<file path="src/rtl/slow_chain_seq.sv">
// slow_chain_seq
//   Sequencer for the byte-serial slow readout chain. On a request it pulses
//   the chain snap (parallel load of min/max, tag and timestamp), then shifts
//   the chain out one byte per accepted valid/ready handshake.
//   A frame is started by a host start pulse, or by trig while auto_en is high.
//
// Optional feature macro: SLOW_SEQ_CHECKSUM_EN
//   When defined, one extra byte follows the chain bytes. It is the two's
//   complement of the mod-256 sum of the chain bytes, and it carries byte_last.
//
// Ports
//   clk, rst            clock; synchronous active-high reset
//   start, auto_en,     frame requests (start pulse, or auto_en & trig)
//   trig
//   clr_overrun         clears the sticky overrun flag
//   slow_op, slow_snap  chain shift/capture enable and parallel-load strobe
//   slow_out            chain head byte, valid one cycle after slow_op
//   byte_out/valid/     downstream byte stream; byte_last marks the end of a frame
//   ready/last
//   busy                frame in progress
//   frame_cnt           count of completed frames (wraps)
//   overrun             sticky: a request arrived while busy
module slow_chain_seq #(
  parameter int CHAIN_LEN = 22,
  parameter int CW        = 8
) (
  input  logic          clk,
  input  logic          rst,
  input  logic          start,
  input  logic          auto_en,
  input  logic          trig,
  input  logic          clr_overrun,
  output logic          slow_op,
  output logic          slow_snap,
  input  logic [7:0]    slow_out,
  output logic [7:0]    byte_out,
  output logic          byte_valid,
  input  logic          byte_ready,
  output logic          byte_last,
  output logic          busy,
  output logic [CW-1:0] frame_cnt,
  output logic          overrun
);

  typedef enum logic [1:0] {S_IDLE, S_SNAP, S_LOAD, S_PRESENT} state_t;

  // The last chain byte has index CHAIN_LEN-1. Later bytes in the frame are
  // not fetched from the chain.
  localparam logic [8:0] SHIFT_MAX = 9'(CHAIN_LEN - 1);
`ifdef SLOW_SEQ_CHECKSUM_EN
  localparam logic [8:0] LAST_IDX  = 9'(CHAIN_LEN);
`else
  localparam logic [8:0] LAST_IDX  = 9'(CHAIN_LEN - 1);
`endif

  state_t          state_q, state_d;
  logic [8:0]      idx_q, idx_d;
  logic [7:0]      byte_out_q, byte_out_d;
  logic            byte_valid_q, byte_valid_d;
  logic            byte_last_q, byte_last_d;
  logic [CW-1:0]   frame_cnt_q, frame_cnt_d;
  logic            overrun_q, overrun_d;
`ifdef SLOW_SEQ_CHECKSUM_EN
  logic [7:0]      sum_q, sum_d;
`endif

  logic go, hs, op_c, snap_c;

  assign go = start | (auto_en & trig);
  assign hs = byte_valid_q & byte_ready;

  always_comb begin
    state_d      = state_q;
    idx_d        = idx_q;
    byte_out_d   = byte_out_q;
    byte_valid_d = byte_valid_q;
    byte_last_d  = byte_last_q;
    frame_cnt_d  = frame_cnt_q;
    op_c         = 1'b0;
    snap_c       = 1'b0;
`ifdef SLOW_SEQ_CHECKSUM_EN
    sum_d        = sum_q;
`endif
    case (state_q)
      S_IDLE: begin
        if (go) state_d = S_SNAP;
      end
      S_SNAP: begin
        op_c    = 1'b1;
        snap_c  = 1'b1;
        idx_d   = '0;
`ifdef SLOW_SEQ_CHECKSUM_EN
        sum_d   = '0;
`endif
        state_d = S_LOAD;
      end
      S_LOAD: begin
`ifdef SLOW_SEQ_CHECKSUM_EN
        // Past the chain, slow_out is stale; present the checksum instead.
        if (idx_q > SHIFT_MAX) byte_out_d = 8'(8'd0 - sum_q);
        else                   byte_out_d = slow_out;
        sum_d = sum_q + slow_out;
`else
        byte_out_d = slow_out;
`endif
        byte_valid_d = 1'b1;
        byte_last_d  = (idx_q == LAST_IDX);
        state_d      = S_PRESENT;
      end
      S_PRESENT: begin
        if (hs) begin
          byte_valid_d = 1'b0;
          if (byte_last_q) begin
            byte_last_d = 1'b0;
            frame_cnt_d = frame_cnt_q + CW'(1);
            state_d     = S_IDLE;
          end else begin
            // The chain advances in the handshake cycle, so its next head byte
            // is ready for capture in LOAD.
            op_c    = (idx_q < SHIFT_MAX);
            idx_d   = idx_q + 9'd1;
            state_d = S_LOAD;
          end
        end
      end
      default: state_d = S_IDLE;
    endcase

    // A request while busy is dropped and flagged. The set takes priority over the clear.
    if (go && state_q != S_IDLE) overrun_d = 1'b1;
    else if (clr_overrun)        overrun_d = 1'b0;
    else                         overrun_d = overrun_q;
  end

  always_ff @(posedge clk) begin
    if (rst) begin
      state_q      <= S_IDLE;
      idx_q        <= '0;
      byte_out_q   <= '0;
      byte_valid_q <= 1'b0;
      byte_last_q  <= 1'b0;
      frame_cnt_q  <= '0;
      overrun_q    <= 1'b0;
`ifdef SLOW_SEQ_CHECKSUM_EN
      sum_q        <= '0;
`endif
    end else begin
      state_q      <= state_d;
      idx_q        <= idx_d;
      byte_out_q   <= byte_out_d;
      byte_valid_q <= byte_valid_d;
      byte_last_q  <= byte_last_d;
      frame_cnt_q  <= frame_cnt_d;
      overrun_q    <= overrun_d;
`ifdef SLOW_SEQ_CHECKSUM_EN
      sum_q        <= sum_d;
`endif
    end
  end

  // Chain strobes are combinational from the state. Gating them with rst
  // prevents a shift in the cycle that resets the sequencer.
  assign slow_op    = op_c & ~rst;
  assign slow_snap  = snap_c & ~rst;
  assign byte_out   = byte_out_q;
  assign byte_valid = byte_valid_q;
  assign byte_last  = byte_last_q;
  assign busy       = (state_q != S_IDLE);
  assign frame_cnt  = frame_cnt_q;
  assign overrun    = overrun_q;

endmodule
</file>
<file path="config.mk">
export PLATFORM = sky130hd
export DESIGN_NAME = slow_chain_seq
export DESIGN_NICKNAME = d
export VERILOG_FILES = /design/src/rtl/slow_chain_seq.sv
export SDC_FILE = /design/constraint.sdc
export NUM_CORES = 1
export LEC_CHECK = 0
export CORE_ASPECT_RATIO = 1.4
export CORE_MARGIN = 2
export CORE_UTILIZATION = 43
export DETAILED_ROUTE_END_ITERATION = 7
export GPL_ROUTABILITY_DRIVEN = 0
export PLACE_DENSITY = 0.78
export REMOVE_ABC_BUFFERS = 1
export SLEW_MARGIN = 0
export SYNTH_ARGS = -nofsm -noshare
export SYNTH_HDL_FRONTEND = slang
export SYNTH_SLANG_ARGS = --single-unit
</file>
<file path="constraint.sdc">
create_clock -name clk -period 1.4 [get_ports clk]
set_input_delay 0.35 -clock clk [delete_from_list [all_inputs] [get_ports clk]]
set_output_delay 0.35 -clock clk [all_outputs]
set_load 0.005 [all_outputs]
</file>
==> impl_metrics.env, run 1 <==
export IMPL_outcome="finished, violations left"
export IMPL_failed_checks="setup timing"
export IMPL_switching_power_mw=0.480
export IMPL_ys_seq_elements=30
export IMPL_antenna_left=0
export IMPL_synthDistinctLibCells=36
export IMPL_holdPathEnd="byte_out[2]"
export IMPL_worst_slew_pin_slew_ns=0.303
export IMPL_drive_gt1_frac=0.360
export IMPL_synth_top_area_share=0.421
export IMPL_placedCellCount=257
export IMPL_drv_cap=0
export IMPL_ys_warn_count=0
export IMPL_hold_depth=2
export IMPL_setup_slack_ns=-0.429
export IMPL_maxSlewViolCount=0
export IMPL_start_kind="flip-flop"
export IMPL_synth_common_cells="dfxtp_1 (30), nand2_1 (28), nor2_1 (23)"
export IMPL_finalSetupViolations=5
export IMPL_grt_pass1_wl_um=6400
export IMPL_relSlewSlack=0.797
export IMPL_totalWireLength_um=4180
export IMPL_dieArea_sq_um=3800
export IMPL_avgSynthCellArea_sq_um=8.45
export IMPL_min_from="byte_out[2]"
export IMPL_cp_required_ns=1.05
export IMPL_intPower_mw=1.44
export IMPL_synth_edf_count=0
export IMPL_grt_overflow=0
export IMPL_syn_inst=169
export IMPL_clk_latency_ns=0.28
export IMPL_combPwrFrac=0.167
export IMPL_slowest_stage="or4_4"
export IMPL_coreArea_sq_um=3150
export IMPL_async_flop_share=0
export IMPL_max_freq_mhz=547
export IMPL_r2r_start="idx_q[6]"
export IMPL_hp_class="flip-flop to flip-flop"
export IMPL_rsz0062_at_grt="true"
export IMPL_nNetsFinal=256
export IMPL_die_h_um=72.2
export IMPL_clock_sinks=30
export IMPL_yosysTopAreaCell="dfxtp_1"
export IMPL_cts_tree="done"
export IMPL_portBuffers=36
export IMPL_viasPerCell=5.33
export IMPL_min_period_over_period=1.31
export IMPL_path_clk_slew_ns=0.06
export IMPL_wl_per_cell_um=15.0
export IMPL_placementRows=24
export IMPL_cp_slowest_stage_delay_ns=0.53
export IMPL_clock_skew_ns=0.00837
export IMPL_die_x_um=52.7
export IMPL_arrival_ns=1.48
export IMPL_hold_buffers=0
export IMPL_holdWs_ns=0.452
export IMPL_crit_cells=4
export IMPL_grt_usage=0.227
export IMPL_critPathBufInv=1
export IMPL_final_cells=278
export IMPL_cts_buffer_depth=2
export IMPL_ff2ff_path_depth=6
export IMPL_vias=1481
export IMPL_r2r_slack_ns=-0.23
export IMPL_syn_cell_area_sq_um=1430
export IMPL_setup_tns_ns=-0.869
export IMPL_clkPwrFrac=0.367
export IMPL_worst_setup_path_end_kind="output pin"
export IMPL_antenna_cells=0
export IMPL_synth_most_common_cell="dfxtp_1"
export IMPL_first_iter_violations=24
export IMPL_io_pin_count=37
export IMPL_vdd_drop_max_mv=0.894
export IMPL_place_ws_ns=-0.761
export IMPL_power_density_nw_per_um2=834
export IMPL_ys_top_cells_by_area="dfxtp_1 (42%), nand2_1 (7.4%), nor2_1 (6.0%), a21oi_1 (6.0%), xnor2_1 (5.5%)"
export IMPL_post_route_min_period_ns=1.83
export IMPL_swShare=0.250
export IMPL_drc_errors=0
export IMPL_cp_top_family="simple AND/OR/NAND/NOR gates"
export IMPL_ys_seq_area_frac=0.421
export IMPL_htree_levels=2
export IMPL_path_max_fanout=2
export IMPL_cts_buffers=5
export IMPL_initial_utilization=0.453
export IMPL_grt_pass1_vias=1462
export IMPL_antenna_found_initial=0
export IMPL_drtPass1Iterations=4
export IMPL_nFillCells=230
export IMPL_path_cells="or4_4 > nor2_2 > a31o_2 > buf_2"
export IMPL_dp_hpwl_um=2590
export IMPL_synth_ff_type="dfxtp_1"
export IMPL_leakagePower_nw=0.994
export IMPL_rr_endpoint="byte_last"
export IMPL_finalHoldViolCount=0
export IMPL_grt_max_degree=25
export IMPL_area_growth_pct=61.3
export IMPL_critPathKind="flip-flop to output pin"
export IMPL_seq_power_share=0.466
export IMPL_cts_root_buf="clkbuf_8"
[logic make-up after synthesis]
logic type | synth area share
compound gates | 0.152
xor+xnor | 0.0675
flops | 0.421
buf+inv | 0.0570
simple gates | 0.277
fa+ha+maj | 0.0263
[routing by layer]
| layer | vias to the layer above | global-route usage | wire, um |
|---|---|---|---|
| met5 | - | 0 | 0 |
| met4 | 0 | 0.105 | 97 |
| met3 | 9 | 0.0494 | 163 |
| met2 | 42 | 0.407 | 2370 |
| met1 | 709 | 0.245 | 1540 |
| li1 | 721 | - | - |
[power by group through the flow]
stage / combinational (mW) / sequential, mW / clock (mW)
after CTS: 0.287 / 0.895 / 0.713
after floorplan: 0.0719 / 0.932 / 0
after detailed placement: 0.257 / 0.915 / 0
final: 0.320 / 0.895 / 0.705
after global routing: 0.345 / 0.897 / 0.744
after global placement: 0.251 / 0.914 / 0
[cells in the final DEF, fill, tap and decap left out, drive strengths merged, types with 5 or more instances in the layout]
master,instances
a21oi,17
a211oi,5
dfxtp,30
nand2,28
dlygate4sd2,21
clkbuf,7
nor2,23
xnor2,9
clkdlybuf4s50,12
buf,38
nand4,8
inv,5
[stage by stage]
stage	util	cell area (sq um)	total power [mW]
2_1_floorplan	-	1370	1.00
3_3_place_gp	0.615	1940	1.16
3_5_place_dp	0.615	1940	1.17
4_1_cts	0.687	2170	1.89
5_1_grt	0.730	2300	1.99
6_report	0.730	2300	1.92
[worst reg2reg max path: cells and delay by family (launching register included)]
family                 cells  cell delay, ns
AO/OA/AOI/OAI              1            0.28
buffers and inverters      3            0.35
AND/OR/NAND/NOR            2            0.61
flip-flops                 1            0.32
[final cells by class]
cell class	instances	area (sq um)	share of cell area
clock buffers	7	86.3	0.0375
clock inverters	1	5.00	0.00217
inverters	5	21.3	0.00924
multi-input cells	125	870	0.378
flip-flops and latches	30	627	0.272
well taps	39	48.8	0.0212
repair buffers	71	644	0.280
[state kept, by name, summed over array words and instances (netlist names)]
name        count
idx_q           9
byte_out        8
frame_cnt       8
state_q         2
byte_last       1
byte_valid      1
overrun         1
[how the worst max path moves through the flow]
stage	start	to
3_5_place_dp	byte_ready	slow_op
2_1_floorplan	state_q[0]	slow_op
5_1_grt	idx_q[6]	slow_op
3_3_place_gp	byte_ready	slow_op
6_report	idx_q[6]	slow_op
4_1_cts	idx_q[6]	slow_op
[repair_timing]
action                     CTS  global route
resized for setup           68            24
pin swaps                    9            12
buffers inserted            10             3
setup endpoints to repair   38            27
No activity file was read; power rests on OpenSTA's default activity.
==> run 2: changes to the inputs <==
--- a/config.mk
+++ b/config.mk
@@ -10,6 +10,7 @@
 export CORE_UTILIZATION = 43
 export DETAILED_ROUTE_END_ITERATION = 7
 export GPL_ROUTABILITY_DRIVEN = 0
+export GPL_TIMING_DRIVEN = 0
 export PLACE_DENSITY = 0.78
 export REMOVE_ABC_BUFFERS = 1
 export SLEW_MARGIN = 0
==> run 2 against run 1 <==
Against the previous run:
- the run still ends with setup timing left
- maximum frequency is essentially flat
- clock skew shrank 0.0021 ns
- global-route usage shrank 2.0 points
- via count shrank 3.2%
- total power grew 5.5%
- first-iteration DRC count grew 150%
- final cell count shrank 5.8%
- non-clock buffer count shrank 16
- clock power grew 20%
- setup slack gained 0.00070 ns
- register-to-register slack gained 0.07 ns
- critical endpoint unchanged
- largest cell class unchanged
==> impl_metrics.env, run 2 (same netlist as run 1, synthesis figures left out) <==
export IMPL_setup_slack_ns=-0.428
export IMPL_regArea_sq_um=638
export IMPL_start_kind="flip-flop"
export IMPL_place_ws_ns=-1.31
export IMPL_first_iter_violations=59
export IMPL_clock_sinks=30
export IMPL_nFillCells=258
export IMPL_drtPass1Iterations=4
export IMPL_io_pin_count=37
export IMPL_outcome="finished, violations left"
export IMPL_worst_slew_pin_slew_ns=0.482
export IMPL_failed_checks="setup timing"
export IMPL_worst_setup_path_end_kind="output pin"
export IMPL_nNetsFinal=240
export IMPL_grt_pass1_wl_um=5870
export IMPL_min_period_over_period=1.31
export IMPL_drc_errors=0
export IMPL_maxSlewViolCount=0
export IMPL_cts_buffers=5
export IMPL_gr_max_usage_layer="met2"
export IMPL_arrival_ns=1.48
export IMPL_gr_usage_met3=0.0597
export IMPL_grt_pass1_vias=1292
export IMPL_die_x_um=52.7
export IMPL_cts_buffer_depth=2
export IMPL_portBuffers=36
export IMPL_initial_utilization=0.453
export IMPL_grt_overflow=0
export IMPL_power_density_nw_per_um2=959
export IMPL_hp_class="flip-flop to flip-flop"
export IMPL_relSlewSlack=0.678
export IMPL_cts_root_buf="clkbuf_8"
export IMPL_max_freq_mhz=547
export IMPL_regMostFlops="idx_q"
export IMPL_drv_cap=0
export IMPL_dp_hpwl_um=2260
export IMPL_dieArea_sq_um=3800
export IMPL_antenna_found_initial=0
export IMPL_htree_levels=2
export IMPL_totalWireLength_um=3850
export IMPL_wl_per_cell_um=14.7
export IMPL_mostFrequentLayoutCells="nand2_1 (28), nor2_1 (20), dlygate4sd2_1 (19)"
export IMPL_vias=1433
export IMPL_largest_register_ffs=9
export IMPL_path_max_fanout=2
export IMPL_multiInputGateArea_sq_um=817
export IMPL_die_h_um=72.2
export IMPL_clk_latency_ns=0.29
export IMPL_hold_buffers=0
export IMPL_path_clk_slew_ns=0.07
export IMPL_coreArea_sq_um=3150
export IMPL_cp_required_ns=1.05
export IMPL_grt_usage=0.207
export IMPL_antenna_cells=0
export IMPL_p_total_mw=2.02
export IMPL_finalHoldViolCount=0
export IMPL_viasPerCell=5.47
export IMPL_final_common_cell="nand2_1"
export IMPL_leakagePower_nw=0.884
export IMPL_antenna_left=0
export IMPL_rsz0062_at_grt="true"
export IMPL_use_met2=0.342
export IMPL_post_route_min_period_ns=1.83
export IMPL_grt_use_met1=0.236
export IMPL_vdd_drop_max_mv=0.766
export IMPL_critPathKind="flip-flop to output pin"
export IMPL_placementRows=24
export IMPL_grt_max_degree=27
export IMPL_finalSetupViolations=5
export IMPL_drive_gt1_frac=0.296
export IMPL_cts_tree="done"
export IMPL_area_growth_pct=47.9
export IMPL_clock_skew_ns=0.00624
==> run 2: cell count changes in the layout (fill, tap and decap cells not counted), sizes merged <==
cell	delta
buf	-16
bufinv	+1
clkbuf	-2
clkdlybuf4s15	+1
clkdlybuf4s50	+1
clkinv	+1
dlygate4sd2	-2
==> run 2: final cells by class <==
| class | instances | area share |
|---|---|---|
| well taps | 39 | 0.0231 |
| clock inverters | 3 | 0.0190 |
| inverters | 5 | 0.00889 |
| flip-flops and latches | 30 | 0.302 |
| multi-input cells | 125 | 0.387 |
| repair buffers | 55 | 0.227 |
| clock buffers | 5 | 0.0326 |
==> run 2: metal layers <==
layer  up-vias  wire length [um]
met5         -                 0
met4         0               152
met3        16               221
met2        60              1990
met1       662              1490
li1        695                 -
==> run 2: worst max-delay path, cell delays in order, from the launching register on <==
cell	delay, ns
dfxtp_2	0.32
or4_4	0.54
nor2_2	0.09
a31o_2	0.14
buf_2	0.10
==> run 2: path summary, 6_finish.rpt <==
check | startpoint | end | slack [ns] | depth (start not counted)
setup reg to reg | idx_q[8] | byte_last | -0.16 | 5
hold reg to reg | byte_out[6] | byte_out[6] | 0.45 | 2
hold / removal | byte_out[6] | byte_out[6] | 0.45 | 2
setup / recovery | idx_q[8] | slow_op | -0.43 | 4
==> run 2: what timing repair did <==
| item | CTS | global route |
|---|---|---|
| endpoints found under the setup margin | 52 | 12 |
| setup buffers | 14 | 6 |
| pin swaps | 4 | 10 |
| gates cloned | 0 | 0 |
| resized for setup | 66 | 16 |
==> run 2: per-stage QoR <==
step                hold WS, ns   util  area, sq um  TNS [ns]  std cells
global route              0.480  0.670         2110     -1.55        262
finish                    0.451  0.670         2110     -1.01        262
floorplan                 0.419      -         1370   -0.0976        160
global placement          0.441  0.563         1770    -14.42        235
detailed placement        0.446  0.563         1770    -15.45        235
CTS                       0.453  0.640         2020    -0.885        257
==> run 2: report_power, final <==
part | internal (mW) | total, mW | switching [mW]
Clock | 0.522 | 0.846 | 0.324
Combinational | 0.142 | 0.282 | 0.141
Sequential | 0.873 | 0.896 | 0.0229
==> run 3: changes to the inputs <==
--- a/config.mk
+++ b/config.mk
@@ -17,3 +17,4 @@
 export SYNTH_ARGS = -nofsm -noshare
 export SYNTH_HDL_FRONTEND = slang
 export SYNTH_SLANG_ARGS = --single-unit
+export TNS_END_PERCENT = 50
==> run 3 against run 2 <==
Against the previous run:
- the run still ends with setup timing left
- via count down 0.49%
- clock power about the same
- sequential share of layout area up 0.11 points
- largest cell class unchanged
==> impl_metrics.env, run 3 (same netlist as run 1, synthesis figures left out) <==
export IMPL_outcome="finished, violations left"
export IMPL_failed_checks="setup timing"
export IMPL_cts_root_buf="clkbuf_8"
export IMPL_critPathKind="flip-flop to output pin"
export IMPL_first_iter_violations=56
export IMPL_maxSlewViolCount=0
export IMPL_post_route_min_period_ns=1.83
export IMPL_initial_utilization=0.453
export IMPL_area_growth_pct=47.4
export IMPL_final_common_cell="nand2_1"
export IMPL_totalWireLength_um=3840
export IMPL_regMostFlops="idx_q"
export IMPL_hold_buffers=0
export IMPL_min_period_over_period=1.30
export IMPL_clock_skew_ns=0.00627
export IMPL_largest_register_ffs=9
export IMPL_dp_hpwl_um=2260
export IMPL_place_ws_ns=-1.31
export IMPL_drive_gt1_frac=0.293
export IMPL_clock_sinks=30
export IMPL_antenna_cells=0
export IMPL_portBuffers=36
export IMPL_r2r_slack_ns=-0.16
export IMPL_wl_per_cell_um=14.7
export IMPL_rr_endpoint="byte_last"
export IMPL_worst_slew_pin_slew_ns=0.483
export IMPL_grt_max_degree=27
export IMPL_clk_latency_ns=0.29
export IMPL_cp_required_ns=1.05
export IMPL_cts_buffer_depth=2
export IMPL_leakagePower_nw=0.879
export IMPL_htree_levels=2
export IMPL_vdd_drop_max_mv=0.766
export IMPL_power_density_nw_per_um2=962
export IMPL_start_kind="flip-flop"
export IMPL_drtPass1Iterations=5
export IMPL_crit_end="slow_op"
export IMPL_io_pin_count=37
export IMPL_coreArea_sq_um=3150
export IMPL_dieArea_sq_um=3800
export IMPL_die_x_um=52.7
export IMPL_die_h_um=72.2
export IMPL_path_max_fanout=2
export IMPL_r2r_start="idx_q[8]"
export IMPL_cts_buffers=5
export IMPL_grt_usage=0.206
export IMPL_grt_pass1_wl_um=5840
export IMPL_arrival_ns=1.48
export IMPL_cts_tree="done"
export IMPL_grt_pass1_vias=1288
export IMPL_nNetsFinal=239
export IMPL_final_cells=261
export IMPL_placedCellCount=235
export IMPL_startpoint="idx_q[8]"
export IMPL_worst_setup_path_end_kind="output pin"
export IMPL_drc_errors=0
export IMPL_setup_slack_ns=-0.425
export IMPL_setup_tns_ns=-1.01
export IMPL_finalHoldViolCount=0
export IMPL_grt_overflow=0
export IMPL_postLayoutCellArea_sq_um=2100
export IMPL_dpl_instance_area_sq_um=1770
export IMPL_rsz0062_at_grt="true"
export IMPL_ff2ff_path_depth=5
export IMPL_max_freq_mhz=548
export IMPL_relSlewSlack=0.678
export IMPL_path_clk_slew_ns=0.07
export IMPL_viasPerCell=5.46
export IMPL_placementRows=24
export IMPL_mostFrequentLayoutCells="nand2_1 (28), nor2_1 (20), dlygate4sd2_1 (19)"
export IMPL_vias=1426
export IMPL_hp_class="flip-flop to flip-flop"
export IMPL_antenna_found_initial=0
export IMPL_drv_cap=0
export IMPL_antenna_left=0
export IMPL_finalSetupViolations=5
[run 3: cell count changes in the layout (fill, tap and decap cells not counted), sizes merged]
cell  delta
buf      -1
[run 3: metrics by stage]
| stage | power [mW] | utilization | hold slack, ns |
|---|---|---|---|
| 6_report | 2.02 | 0.667 | 0.451 |
| 5_1_grt | 2.11 | 0.667 | 0.480 |
| 4_1_cts | 2.01 | 0.638 | 0.453 |
| 3_5_place_dp | 1.14 | 0.563 | 0.446 |
| 3_3_place_gp | 1.13 | 0.563 | 0.441 |
| 2_1_floorplan | 1.00 | - | 0.419 |
[run 3: worst min path at each step]
| stage | depth (start not counted) | start | end |
|---|---|---|---|
| finish | 2 | byte_out[6] | byte_out[6] |
| global route | 2 | byte_out[1] | byte_out[1] |
| CTS | 2 | byte_out[3] | byte_out[3] |
| detailed placement | 2 | byte_out[3] | byte_out[3] |
| global placement | 2 | byte_out[1] | byte_out[1] |
| floorplan | 1 | rst | byte_out[0] |
[run 3: where the power goes]
group	internal (mW)	switching [mW]	leakage [nW]
Combinational	0.142	0.140	0.567
Clock	0.522	0.324	0.0579
Sequential	0.873	0.0227	0.254
[run 3: critical path, cell delays in order, from the launching register on]
cell and delay, ns:
dfxtp_2 0.32, or4_4 0.54, nor2_2 0.09, a31o_2 0.14, buf_2 0.10
[run 3: repair_timing]
| item | in CTS | in global routing |
|---|---|---|
| hold endpoints to repair | 0 | 0 |
| endpoints found under the setup margin | 52 | 12 |
| setup buffers | 13 | 6 |
| pin swaps | 4 | 10 |
| gates resized for setup | 66 | 16 |
| cloned | 0 | 0 |
[run 3: layout make-up]
cell class / instances / area, sq um
Clock buffer: 5 / 68.8
Clock inverter: 3 / 40.0
Fill cell: 260 / 1050
Inverter: 5 / 18.8
Multi-Input combinational cell: 125 / 817
Sequential cell: 30 / 638
Tap cell: 39 / 48.8
Timing Repair Buffer: 54 / 473
[run 3: metal layers]
| layer | vias to the layer above | GRT usage | part of all wire |
|---|---|---|---|
| met5 | - | 0 | 0 |
| met4 | 0 | 0.111 | 0.040 |
| met3 | 16 | 0.0597 | 0.057 |
| met2 | 63 | 0.342 | 0.53 |
| met1 | 656 | 0.234 | 0.38 |
| li1 | 691 | - | - |
